===== src/rtl/alu_share_arbiter.sv =====
// Round-robin arbiter sharing one combinational ALU between two requesters,
// with a registered response slot per requester. ALU_SHARE_PERF_EN adds grant/conflict counters.
module alu_share_arbiter #(
  parameter int DATA_W  = 32,
  parameter int CTRL_W  = 4,
  parameter int SHAMT_W = 5
) (
  input  logic               clk,
  input  logic               rst,
  input  logic               req0_valid,
  output logic               req0_ready,
  input  logic [DATA_W-1:0]  req0_in0,
  input  logic [DATA_W-1:0]  req0_in1,
  input  logic [CTRL_W-1:0]  req0_ctrl,
  input  logic [SHAMT_W-1:0] req0_shamt,
  input  logic               req1_valid,
  output logic               req1_ready,
  input  logic [DATA_W-1:0]  req1_in0,
  input  logic [DATA_W-1:0]  req1_in1,
  input  logic [CTRL_W-1:0]  req1_ctrl,
  input  logic [SHAMT_W-1:0] req1_shamt,
  output logic               resp0_valid,
  input  logic               resp0_ready,
  output logic [DATA_W-1:0]  resp0_result,
  output logic               resp0_zero,
  output logic               resp1_valid,
  input  logic               resp1_ready,
  output logic [DATA_W-1:0]  resp1_result,
  output logic               resp1_zero,
  output logic [DATA_W-1:0]  alu_in0,
  output logic [DATA_W-1:0]  alu_in1,
  output logic [CTRL_W-1:0]  alu_ctrl,
  output logic [SHAMT_W-1:0] alu_shamt,
  input  logic [DATA_W-1:0]  alu_result,
  input  logic               alu_zero
`ifdef ALU_SHARE_PERF_EN
  ,
  output logic [15:0]        perf_grant0,
  output logic [15:0]        perf_grant1,
  output logic [15:0]        perf_conflict
`endif
);

  logic [1:0]             req_vld, resp_rdy, elig, grant, slot_vld, slot_zero;
  logic [1:0][DATA_W-1:0] slot_res;
  logic                   rr_last;

  assign req_vld  = {req1_valid, req0_valid};
  assign resp_rdy = {resp1_ready, resp0_ready};

  // A full slot is only eligible when its consumer drains it this same cycle.
  assign elig = req_vld & (~slot_vld | resp_rdy);

  assign grant[0] = elig[0] & (~elig[1] | rr_last);
  assign grant[1] = elig[1] & (~elig[0] | ~rr_last);

  assign req0_ready = grant[0];
  assign req1_ready = grant[1];

  always_comb begin
    alu_in0   = '0;
    alu_in1   = '0;
    alu_ctrl  = '0;
    alu_shamt = '0;
    if (grant[0]) begin
      alu_in0   = req0_in0;
      alu_in1   = req0_in1;
      alu_ctrl  = req0_ctrl;
      alu_shamt = req0_shamt;
    end else if (grant[1]) begin
      alu_in0   = req1_in0;
      alu_in1   = req1_in1;
      alu_ctrl  = req1_ctrl;
      alu_shamt = req1_shamt;
    end
  end

  always_ff @(posedge clk) begin
    if (rst) begin
      slot_vld  <= '0;
      slot_res  <= '0;
      slot_zero <= '0;
      rr_last   <= 1'b1;
    end else begin
      for (int n = 0; n < 2; n++) begin
        if (grant[n]) begin
          slot_vld[n]  <= 1'b1;
          slot_res[n]  <= alu_result;
          slot_zero[n] <= alu_zero;
        end else if (resp_rdy[n]) begin
          slot_vld[n]  <= 1'b0;
        end
      end
      if (grant[0])      rr_last <= 1'b0;
      else if (grant[1]) rr_last <= 1'b1;
    end
  end

  assign resp0_valid  = slot_vld[0];
  assign resp0_result = slot_res[0];
  assign resp0_zero   = slot_zero[0];
  assign resp1_valid  = slot_vld[1];
  assign resp1_result = slot_res[1];
  assign resp1_zero   = slot_zero[1];

`ifdef ALU_SHARE_PERF_EN
  logic conflict;
  assign conflict = req0_valid & req1_valid & (grant[0] | grant[1]);

  always_ff @(posedge clk) begin
    if (rst) begin
      perf_grant0   <= '0;
      perf_grant1   <= '0;
      perf_conflict <= '0;
    end else begin
      if (grant[0] && perf_grant0 != 16'hFFFF)   perf_grant0   <= perf_grant0 + 16'd1;
      if (grant[1] && perf_grant1 != 16'hFFFF)   perf_grant1   <= perf_grant1 + 16'd1;
      if (conflict && perf_conflict != 16'hFFFF) perf_conflict <= perf_conflict + 16'd1;
    end
  end
`endif

endmodule


===== config.mk =====
export PLATFORM = sky130hd
export DESIGN_NAME = alu_share_arbiter
export DESIGN_NICKNAME = d
export VERILOG_FILES = /design/src/rtl/alu_share_arbiter.sv
export SDC_FILE = /design/constraint.sdc
export NUM_CORES = 1
export LEC_CHECK = 0
export CAP_MARGIN = 25
export CORE_AREA = 2 2 126 128
export CTS_CLUSTER_DIAMETER = 40
export CTS_CLUSTER_SIZE = 14
export DETAILED_ROUTE_END_ITERATION = 8
export DIE_AREA = 0 0 128 130
export GPL_TIMING_DRIVEN = 0
export MAX_ROUTING_LAYER = met4
export SLEW_MARGIN = 20
export SYNTH_ARGS = -nofsm -noshare
export SYNTH_HDL_FRONTEND = slang
export SYNTH_SLANG_ARGS = --single-unit

===== constraint.sdc =====
create_clock -name clk -period 2 [get_ports clk]
set_clock_uncertainty 0.05 [all_clocks]
set_input_delay 0.3 -clock clk [delete_from_list [all_inputs] [get_ports clk]]
set_output_delay 0.3 -clock clk [all_outputs]
set_load 0.005 [all_outputs]

==> metrics <==
top post-synthesis cells by area dfxtp_1 39%, mux2i_1 19%, a22o_1 18%; combinational power share 0.341; WHS Path Cells 2; fmax 463 MHz; Multi-input gate area roughly 0.0021 mm²; Critical Path Slowest Stage Cell dfxtp_4; Hold Violations, Final 0; Overflow after GRT 0; I/O Pins 328; ratio of cells with drive above 1 in the final layout 0.211; Power Density 605 mW/mm²; Mean Syn Cell Area 9.96 µm²; R2R Path End resp0_result[0]; DPL Wire Length 13900 µm; Initial Utilization 0.231; Setup TNS Final -5.66 ns; Post-Place Worst Slack -0.964 ns; largest net degree at the start of global routing 11; register area ~0.0014 mm²; commonest non-fill, non-tap cell in the layout clkdlybuf4s50_1; post-synth top area cell dfxtp_1; crit-path max FO 7; met3 usage 0.0681; DRT Pass-1 Iters 4; die area 0.0166 mm²; Post-Syn Instances 357; P_leak 3.29 nW; Yosys warning total 0; cell chain of the critical path nor2b_4 -> o211ai_4 -> inv_4 -> buf_12 -> buf_8 -> buf_6 -> a22o_1 -> buf_2; critical path's top delay family buffers and inverters; most frequent cells in the layout 247 x clkdlybuf4s50_1, 99 x nand2b_1, 71 x a22o_1, 66 x mux2i_1, 66 x dfxtp_1; CTS tree yes; Syn Nets 542; met2 GRT Util 0.337; number of synthesized register bits 69; Mapped Area 0.00356 mm²; CTS buffer count 9; busiest grt layer met2; met1 usage 0.224; type of the worst setup path flip-flop to output pin; DR WL/cell 19.3 µm; Final Critical Period approximately 2.2 ns; fraction of power consumed by the clock network 0.329; outcome finished with violations; register area share after synthesis 0.388; final wirelength 17800 µm; # Max-Cap Violations 0; Min-Delay Endpoint slot_vld[0]; DRT iter0 DRCs about 110; Reg-to-Reg Start slot_vld[1]; Critical Path AT 1.81 ns; Psw between 1 and 1.5 mW; Net count, final 908; Via Count 4191; DRC Markers 0; Clock Latency Late Sink roughly 0.32 ns; Async SR Flop Fraction 0; Root Driver clkbuf_16; EDFF count, synth 0; final worst slack -0.161 ns; post-detailed-route via-to-cell ratio 4.56; predominant post-synthesis flop cell dfxtp_1; Rows between 40 and 50; Worst setup EP type output pin; CP bufs+invs 5; CTS Buffer Depth 2; vias in the first global route 4246; max incr delay on CP 0.35 ns; Area Overhead vs Synth 116%; R2R Setup Slk 0.32 ns; hold path startpoint rst; # setup viols final 69; slew at the pin closest to its max-slew limit 0.502 ns; Buffers on Ports around 330; final antenna-violating net count 0; # clock sinks between 60 and 70; Die X 128 µm; sequential share of power 0.330; Worst R2R Path Depth 8; Startpoint Class flip-flop; final RePlAce weighted congestion 0.847; H-tree levels 3; Core Footprint 0.0154 mm²; Slew HR 0.665; initial antenna violation count 2; fillers 1443; failing checks setup timing; worst hold path class input port to flip-flop; Peak VDD IR 0.496 mV; count of different cell masters after synthesis 15; Internal 3.48 mW; GRT Overall Usage 0.201; # hold bufs at CTS 0; crit share post-route 1.08; first-pass GRT wire length 24600 µm; clock slew at reported path FFs 0.05 ns; switching share of power 0.250; top cell type's share of synthesized area 0.388; Final Max Slew Viols 0; RSZ-0062 raised after global routing yes; Crit path required time 1.65 ns; Die H 130 µm
[through the flow]
step                      area, µm²  power (mW)  hold WS [ns]   util  cells
after floorplan                3560        2.04         0.412      -    357
after global placement         7060        3.02         0.408  0.458    875
after detailed placement       7060        3.03         0.411  0.458    875
after CTS                      7740        4.70         0.353  0.502    912
after global routing           7670        4.85         0.401  0.497    920
final                          7670        4.64         0.360  0.497    920
[final cells by class]
type                       count  area share
timing repair buffer         356       0.427
multi-input combinational    253       0.273
sequential                    69       0.181
buffer                        32      0.0488
clock buffer                  12      0.0321
tap                          192      0.0313
clock inverter                 2     0.00457
inverter                       2     0.00163
antenna                        2    0.000653
[worst max path at each step]
stage	startpoint	endpoint	slack, ns	cells past startpoint
2_1_floorplan	slot_vld[1]	alu_in0[0]	0.31	6
3_3_place_gp	req1_valid	alu_in0[19]	-0.90	8
3_5_place_dp	resp0_ready	alu_in0[19]	-0.96	8
4_1_cts	rr_last	alu_in0[22]	-0.23	8
5_1_grt	slot_vld[1]	alu_in0[14]	-0.22	8
6_report	slot_vld[1]	alu_in0[14]	-0.16	8
[state kept, by name, summed over array words and instances, names as in the netlist]
signal,cells
slot_vld,2
slot_zero,2
resp0_result,32
rr_last,1
resp1_result,32
[repair_timing]
item / 4_1_cts / 5_1_grt
cloned: 6 / 4
resized for setup: 323 / 60
buffers inserted: 17 / 7
pin swaps: 26 / 29
endpoints found under the setup margin: 75 / 75
[synth_stat cells, drive strengths merged (2+ instances only)]
cell type and instances:
nor2b 2, clkbuf 17, o211ai 2, nand2b 102, mux2i 66, o21ai 2
dfxtp 69, buf 16, inv 2, a22o 73, a21oi 3
[power groups by stage]
stage	clock (mW)	sequential [mW]	combinational, mW
4_1_cts	1.56	1.53	1.60
3_3_place_gp	0	1.55	1.47
6_report	1.53	1.53	1.58
3_5_place_dp	0	1.56	1.48
2_1_floorplan	0	1.56	0.478
5_1_grt	1.63	1.54	1.68
[layer usage]
layer  part of all wire  wire [µm]  vias up
met5                  0          0        -
met4              0.023        405        0
met3              0.093       1660       26
met2               0.49       8810      188
met1               0.39       6930     1960
li1                   -          -     2017
[cell families (layout without fill, tap and decap cells)]
family	Yosys count	in the layout	synth area share
AOI/OAI and AO/OA	81	81	0.196
muxes	66	66	0.186
buffers and inverters	35	404	0.0447
other	0	2	0
DFF	69	69	0.388
and+or+nand+nor	106	106	0.185
(Power assumes the default switching activity.)
